<file path="src/rtl/rtx_range_marker_if.sv">
// Mark-request, ack/clear inputs and bitmap/status outputs of the retransmission range marker.
// The master modport is the requester/scheduler side; the slave modport is the marker itself.
interface rtx_range_marker_if #(
    parameter int WIN_SIZE   = 128,
    parameter int WIN_SIZE_W = $clog2(WIN_SIZE),
    parameter int SEQ_W      = 32
);
    logic                  req_valid;
    logic                  req_ready;
    logic [SEQ_W-1:0]      rtx_start;
    logic [SEQ_W-1:0]      rtx_end;
    logic [WIN_SIZE-1:0]   acked_wnd_in;
    logic                  rtx_clr_valid;
    logic [WIN_SIZE_W-1:0] rtx_clr_idx;
    logic [WIN_SIZE-1:0]   rtx_wnd_out;
    logic                  busy;
    logic                  done;
    logic [WIN_SIZE_W:0]   mark_cnt;
    logic                  range_err;

    modport master (
        output req_valid, rtx_start, rtx_end, acked_wnd_in, rtx_clr_valid, rtx_clr_idx,
        input  req_ready, rtx_wnd_out, busy, done, mark_cnt, range_err
    );

    modport slave (
        input  req_valid, rtx_start, rtx_end, acked_wnd_in, rtx_clr_valid, rtx_clr_idx,
        output req_ready, rtx_wnd_out, busy, done, mark_cnt, range_err
    );
endinterface

</file>
<file path="src/rtl/rtx_range_marker.sv">
// Walks [rtx_start, rtx_end) one seq per cycle, setting unacked bits in a circular retransmit bitmap.
// Latency: L+1 cycles from accept to done (1 cycle for empty or oversize ranges); ack/clear act next edge.
// Backpressure: req_ready low while walking and in the done cycle; requests are never queued.
module rtx_range_marker #(
    parameter int WIN_SIZE   = 128,
    parameter int WIN_SIZE_W = $clog2(WIN_SIZE),
    parameter int SEQ_W      = 32
) (
    input  logic              clk,
    input  logic              rst_n,
    rtx_range_marker_if.slave bus
);
    typedef enum logic [1:0] {IDLE, MARK, DONE} state_t;

    state_t                state, state_nxt;
    logic [SEQ_W-1:0]      cur, cur_nxt, end_r, end_nxt, cur_inc, req_len;
    logic [WIN_SIZE-1:0]   rtx_wnd, set_mask, clr_mask;
    logic [WIN_SIZE_W:0]   mark_cnt, mark_cnt_nxt;
    logic                  range_err, range_err_nxt;
    logic [WIN_SIZE_W-1:0] cur_idx;

    assign cur_idx = cur[WIN_SIZE_W-1:0];
    assign cur_inc = cur + SEQ_W'(1);
    assign req_len = bus.rtx_end - bus.rtx_start;

    always_comb begin
        state_nxt     = state;
        cur_nxt       = cur;
        end_nxt       = end_r;
        mark_cnt_nxt  = mark_cnt;
        range_err_nxt = range_err;
        set_mask      = '0;
        case (state)
            IDLE: begin
                if (bus.req_valid) begin
                    cur_nxt       = bus.rtx_start;
                    end_nxt       = bus.rtx_end;
                    mark_cnt_nxt  = '0;
                    range_err_nxt = 1'b0;
                    if (req_len == '0) begin
                        state_nxt = DONE;
                    end else if (req_len > SEQ_W'(WIN_SIZE)) begin
                        range_err_nxt = 1'b1;
                        state_nxt     = DONE;
                    end else begin
                        state_nxt = MARK;
                    end
                end
            end
            MARK: begin
                // An ack arriving this cycle suppresses the set, so acked packets never re-enter the bitmap.
                if (!bus.acked_wnd_in[cur_idx]) begin
                    set_mask[cur_idx] = 1'b1;
                    if (!rtx_wnd[cur_idx]) begin
                        mark_cnt_nxt = mark_cnt + (WIN_SIZE_W+1)'(1);
                    end
                end
                cur_nxt = cur_inc;
                if (cur_inc == end_r) begin
                    state_nxt = DONE;
                end
            end
            DONE:    state_nxt = IDLE;
            default: state_nxt = IDLE;
        endcase
    end

    always_comb begin
        clr_mask = '0;
        if (bus.rtx_clr_valid) begin
            clr_mask[bus.rtx_clr_idx] = 1'b1;
        end
    end

    always_ff @(posedge clk or negedge rst_n) begin
        if (!rst_n) begin
            state     <= IDLE;
            cur       <= '0;
            end_r     <= '0;
            mark_cnt  <= '0;
            range_err <= 1'b0;
            rtx_wnd   <= '0;
        end else begin
            state     <= state_nxt;
            cur       <= cur_nxt;
            end_r     <= end_nxt;
            mark_cnt  <= mark_cnt_nxt;
            range_err <= range_err_nxt;
            // Set is ORed last so it wins over a same-cycle scheduler clear.
            rtx_wnd   <= (rtx_wnd & ~bus.acked_wnd_in & ~clr_mask) | set_mask;
        end
    end

    assign bus.req_ready   = (state == IDLE);
    assign bus.busy        = (state == MARK);
    assign bus.done        = (state == DONE);
    assign bus.rtx_wnd_out = rtx_wnd;
    assign bus.mark_cnt    = mark_cnt;
    assign bus.range_err   = range_err;
endmodule

</file>
<file path="src/flat_wrapper.sv">
// flat-port wrapper written by rule: the top's interface ports become plain ports
module rtx_range_marker_flat 
#(
    parameter int WIN_SIZE   = 128,
    parameter int WIN_SIZE_W = $clog2(WIN_SIZE),
    parameter int SEQ_W      = 32
)
  (clk, rst_n, bus_req_valid, bus_rtx_start, bus_rtx_end, bus_acked_wnd_in, bus_rtx_clr_valid, bus_rtx_clr_idx, bus_req_ready, bus_rtx_wnd_out, bus_busy, bus_done, bus_mark_cnt, bus_range_err);
  rtx_range_marker_if #(.WIN_SIZE(WIN_SIZE), .WIN_SIZE_W(WIN_SIZE_W), .SEQ_W(SEQ_W)) bus_i ();
  input  logic clk;
  input  logic rst_n;
  input wire logic [$bits(bus_i.req_valid)-1:0] bus_req_valid;
  input wire logic [$bits(bus_i.rtx_start)-1:0] bus_rtx_start;
  input wire logic [$bits(bus_i.rtx_end)-1:0] bus_rtx_end;
  input wire logic [$bits(bus_i.acked_wnd_in)-1:0] bus_acked_wnd_in;
  input wire logic [$bits(bus_i.rtx_clr_valid)-1:0] bus_rtx_clr_valid;
  input wire logic [$bits(bus_i.rtx_clr_idx)-1:0] bus_rtx_clr_idx;
  output wire logic [$bits(bus_i.req_ready)-1:0] bus_req_ready;
  output wire logic [$bits(bus_i.rtx_wnd_out)-1:0] bus_rtx_wnd_out;
  output wire logic [$bits(bus_i.busy)-1:0] bus_busy;
  output wire logic [$bits(bus_i.done)-1:0] bus_done;
  output wire logic [$bits(bus_i.mark_cnt)-1:0] bus_mark_cnt;
  output wire logic [$bits(bus_i.range_err)-1:0] bus_range_err;
  assign bus_i.req_valid = bus_req_valid;
  assign bus_i.rtx_start = bus_rtx_start;
  assign bus_i.rtx_end = bus_rtx_end;
  assign bus_i.acked_wnd_in = bus_acked_wnd_in;
  assign bus_i.rtx_clr_valid = bus_rtx_clr_valid;
  assign bus_i.rtx_clr_idx = bus_rtx_clr_idx;
  assign bus_req_ready = bus_i.req_ready;
  assign bus_rtx_wnd_out = bus_i.rtx_wnd_out;
  assign bus_busy = bus_i.busy;
  assign bus_done = bus_i.done;
  assign bus_mark_cnt = bus_i.mark_cnt;
  assign bus_range_err = bus_i.range_err;
  rtx_range_marker #(.WIN_SIZE(WIN_SIZE), .WIN_SIZE_W(WIN_SIZE_W), .SEQ_W(SEQ_W)) u_core (.clk(clk), .rst_n(rst_n), .bus(bus_i));
endmodule
</file>
<file path="config.mk">
export PLATFORM = sky130hd
export DESIGN_NAME = rtx_range_marker_flat
export DESIGN_NICKNAME = d
export VERILOG_FILES = /design/src/rtl/rtx_range_marker_if.sv /design/src/rtl/rtx_range_marker.sv /design/src/flat_wrapper.sv
export SDC_FILE = /design/constraint.sdc
export NUM_CORES = 1
export LEC_CHECK = 0
export ABC_CLOCK_PERIOD_IN_PS = 4300
export BUFFER_PORTS_ARGS = -buffer_cell sky130_fd_sc_hd__buf_2
export CAP_MARGIN = 10
export CORE_UTILIZATION = 50
export DETAILED_ROUTE_END_ITERATION = 8
export PLACE_DENSITY = 0.75
export SYNTH_ARGS = -nofsm -noshare
export SYNTH_HDL_FRONTEND = slang
export SYNTH_SLANG_ARGS = --single-unit
</file>
<file path="constraint.sdc">
create_clock -name clk -period 4.3 [get_ports clk]
set_input_delay 0.43 -clock clk [delete_from_list [all_inputs] [get_ports clk]]
set_output_delay 0.43 -clock clk [all_outputs]
set_load 0.02 [all_outputs]
</file>
==> reports/results.env <==
ROOT_BUFFER_SELECTED_BY_CTS='sky130_fd_sc_hd__clkbuf_16'
VIAS_PER_CELL=6.61
SYNTH.YOSYS.SEQ_AREA_SHARE=0.349
DP.FINAL_HPWL_MICRONS=46000
GLOBALROUTEOVERFLOWTOTAL=0
MIN_PERIOD_OVER_PERIOD=0.900
TIMING.FMAX_MHz=258
NUMCTSBUFFERS=25
POWER.STATIC_LEAKAGE_nW=7.78
LAYOUT.CELL_AREA.NON_FILLER_SQ_MM=0.0175
DOMINANTREGCELLSYNTH='sky130_fd_sc_hd__dfrtp_1'
GRT_UTIL_ALL_LAYERS=0.395
POST_CTS_REPAIR_TIMING_SETUP_BUFFER_COUNT=0
CORE_SQ_MM=0.0287
DR_WL_MET3_MICRONS=6600
SETUP.WORST_PATH.END_CLASS='flop'
GP_CONGESTION=1.03
DIE-WIDTH_MICRONS=173
HTREEDEPTH=1
WIRE_PER_INST_MICRONS=25.7
SYNTH_TOP_AREA_SHARE=0.349
FILLCELLCOUNT=2605
HIGHEST-SIGNAL-LAYER='met4'
ANTENNA_FOUND_INITIAL=3
RSZ0062_AT_GRT='no'
ANT_NETS=0
MULTI_INPUT_COMBINATIONAL_CELL_AREA_SQ_MM=0.00876
SYN_AVG_CELL_AREA_SQ_UM=8.90
DESIGN.PORTCOUNT=343
WORST_PATH_CELL_TRACE='buf_12 -> buf_4 -> nand3_4 -> xnor2_1 -> nand3_1 -> nor4_1 -> nand4_1 -> nor3_1 -> nand4_1 -> nor4_2 -> nor2_1 -> a31o_2'
MAX_CAP_VIOL_COUNT=0
NETS=2180
SYN2LAYOUT_AREA_GROWTH_PCT=20.2
WORST_PIN_SLEW_NS=1.30
FAILING_CHECKS='hold timing'
GRT_PASS1_WL_MICRONS=90800
VDD.IR_DROP.WORST_mV=0.302
CTS_TREE='built'
YOSYS.CELL_TYPES.COUNT=82
REG2REG_SETUP_SLACK_NS=0.43
FINAL_LAYOUT_SIZE_SUFFIX_GT1_FRAC=0.272
MET2WIRELENGTH_MICRONS=26900
ROUTE.DETAILED.DRC=0
CLK_TRANSITION_REPORTED_PATHS_NS=0.06
WORST_SLEW_MARGIN_REL=0.127
CTS_SINKS=203
MIN_PERIOD_NS=3.87
PROPORTION_OF_REGISTER_BITS_WITH_ASYNCHRONOUS_SET_OR_RESET_AFTER_SYNTHESIS=1.00
TOTAL_POWER_mW=5.74
CPPEAKSTAGEDELAY_NS=0.70
SYNTH.TOP_CELLS.BY_AREA='sky130_fd_sc_hd__dfrtp_1 (35%), sky130_fd_sc_hd__o21ai_0 (6.4%), sky130_fd_sc_hd__mux4_2 (5.4%)'
SWITCHING_PWR_mW=1.84
SYNTH_CELLS=1635
SYNTH_AREA_SQ_MM=0.0146
DETAIL_ROUTE.WIRELENGTH.MET1_MICRONS=24100
SWSHARE=0.320
CELL_INTERNAL_PWR_mW=3.90
DR_TOTAL_VIAS=15511
SEQ_POWER_SHARE=0.370
CLOCK-SKEW-FINAL_NS=0.0118
PLACED_CELL_AREA_SQ_MM=0.0167
YS_WARN_COUNT=0
START_UTIL=0.507
PIN_COUNT_OF_THE_BIGGEST_NET_ENTERING_GLOBAL_ROUTING=109
SYNTH_EDF_COUNT=0
PWR-SHARE-CLK=0.371
CRIT_PATH_FREQUENT_CELL='sky130_fd_sc_hd__nand4_1'
FP.DIEAREA_SQ_MM=0.0298
FINAL_COMMON_CELL='sky130_fd_sc_hd__buf_2'
FINALHOLDWORSTSLACK_NS=-0.0515
CHIPHEIGHT_MICRONS=173
PORTBUFFERS=342
COMBPWRFRAC=0.259
SETUP_VIOLATIONS=0
MAPPEDNETLISTNETS=1872
CLK_LATENCY_NS=0.52
DETAIL_ROUTE.ITER0.VIOLATIONS=2267
CRITPATHLAUNCHTYPE='flop'
FIN_UTIL=0.610
SYNTH_SEQ_CELLS=203
POST_CTS_RESIZED=0
DRT-PASS1-ITER-COUNT=6
WORST_EP_REQUIRED_TIME_NS=4.70
CPMAXSTAGEDELAYCELL='sky130_fd_sc_hd__dfrtp_2'
DOMINANT_CELL_TYPE_BY_AREA_AFTER_SYNTHESIS='sky130_fd_sc_hd__dfrtp_1'
WORST_HOLD_PATH_TYPE='input port to async pin'
CELLPOWERDENSITY_mW_PER_MM2=328
CRITICAL_PATH_PEAK_FANOUT=39
REGAREA_SQ_MM=0.00509
FLOORPLAN.ROWS=62
FINAL-MAX-SLEW-VIOLATION-COUNT=0
HOLD_VIOLATIONS=10
WORST-SETUP-PATH-TYPE='flop to flop'
GRT_PASS1_VIAS=14918
CTS_HOLD_BUFFERS=0
WORST_EP_ARRIVAL_TIME_NS=4.27
RUN_STATUS='finished with violations'
FINAL.SETUP.TNS_NS=0
MAX-CLOCK-PATH-BUFFERS=3
COMMONEST_NON_FILL_NON_TAP_CELLS_IN_THE_LAYOUT='sky130_fd_sc_hd__buf_2 (341), sky130_fd_sc_hd__dfrtp_1 (199), sky130_fd_sc_hd__nand2_1 (187)'
DETAIL_ROUTE.WIRELENGTH_MICRONS=60200
## path summary, 6_finish.rpt
path / from / end / cells past startpoint
max: u_core.cur[2] / u_core.state[0] / 12
min: rst_n / u_core.bus.rtx_wnd_out[26] / 1
max reg2reg: u_core.cur[2] / u_core.state[0] / 12
min reg2reg: u_core.end_r[7] / u_core.end_r[7] / 1
max in group asynchronous: rst_n / u_core.cur[21] / 2
min in group clk: bus_acked_wnd_in[47] / u_core.bus.rtx_wnd_out[47] / 2
## cells in the mapped netlist (all sizes together) (19+ instances only)
master and instances:
dfrtp 203, nand2 187, o21ai 186, nand3b 91, a21oi 87, nor2 85, clkbuf 66, inv 63
mux2 50, xnor2 47, nor2b 44, buf 38, mux4 37, nand3 37, xor2 35, ha 33
nor3 27, nand4 25, o22a 25, mux2i 24, nand2b 22, a221oi 19
## power by group through the flow
stage                     registers [mW]  clock network [mW]  logic (mW)
after floorplan                     2.09                   0       0.976
after global placement              2.15                   0        1.43
after detailed placement            2.15                   0        1.43
after CTS                           2.12                2.14        1.44
after global routing                2.13                2.21        1.57
final                               2.12                2.13        1.49
## routing by layer
layer | track usage | up-vias
li1 | - | 6623
met3 | 0.0684 | 181
met2 | 0.612 | 1165
met4 | 0.164 | 0
met5 | 0 | -
met1 | 0.547 | 7542
## final cells by class
class                      instances  area share
clock inverter                     6     0.00458
inverter                          63      0.0135
multi-input combinational       1265       0.500
sequential                       203       0.291
clock buffer                      38      0.0425
antenna                            1    0.000143
timing repair buffer             385       0.121
tap                              384      0.0275
## through the flow
stage / cells / setup WS, ns
final: 2345 / 0.429
after global routing: 2345 / 0.159
after CTS: 2343 / 0.548
after detailed placement: 2299 / 0.540
after global placement: 2299 / 0.564
after floorplan: 1635 / 1.24
## worst max-delay path: cells and delay by family (launching register included)
family | cells | cell delay (ns)
AND/OR/NAND/NOR | 8 | 2.00
flip-flops | 1 | 0.70
buffers and inverters | 2 | 0.57
AO/OA/AOI/OAI | 1 | 0.22
XOR/XNOR | 1 | 0.23
## cell families after synthesis
group,share of synthesized area
simple gates,0.214
mux,0.113
fa+ha+maj,0.0297
compound gates,0.195
xor+xnor,0.0493
buf+inv,0.0501
flops,0.349
## sequential cells by signal (all words and copies together), names as in the netlist
| register | flops |
|---|---|
| u_core.bus.rtx_wnd_out | 128 |
| u_core.state | 2 |
| u_core.end_r | 32 |
| u_core.cur | 32 |
| u_core.bus.mark_cnt | 8 |
| u_core.bus.range_err | 1 |
Power figures use the tool's default switching activity.
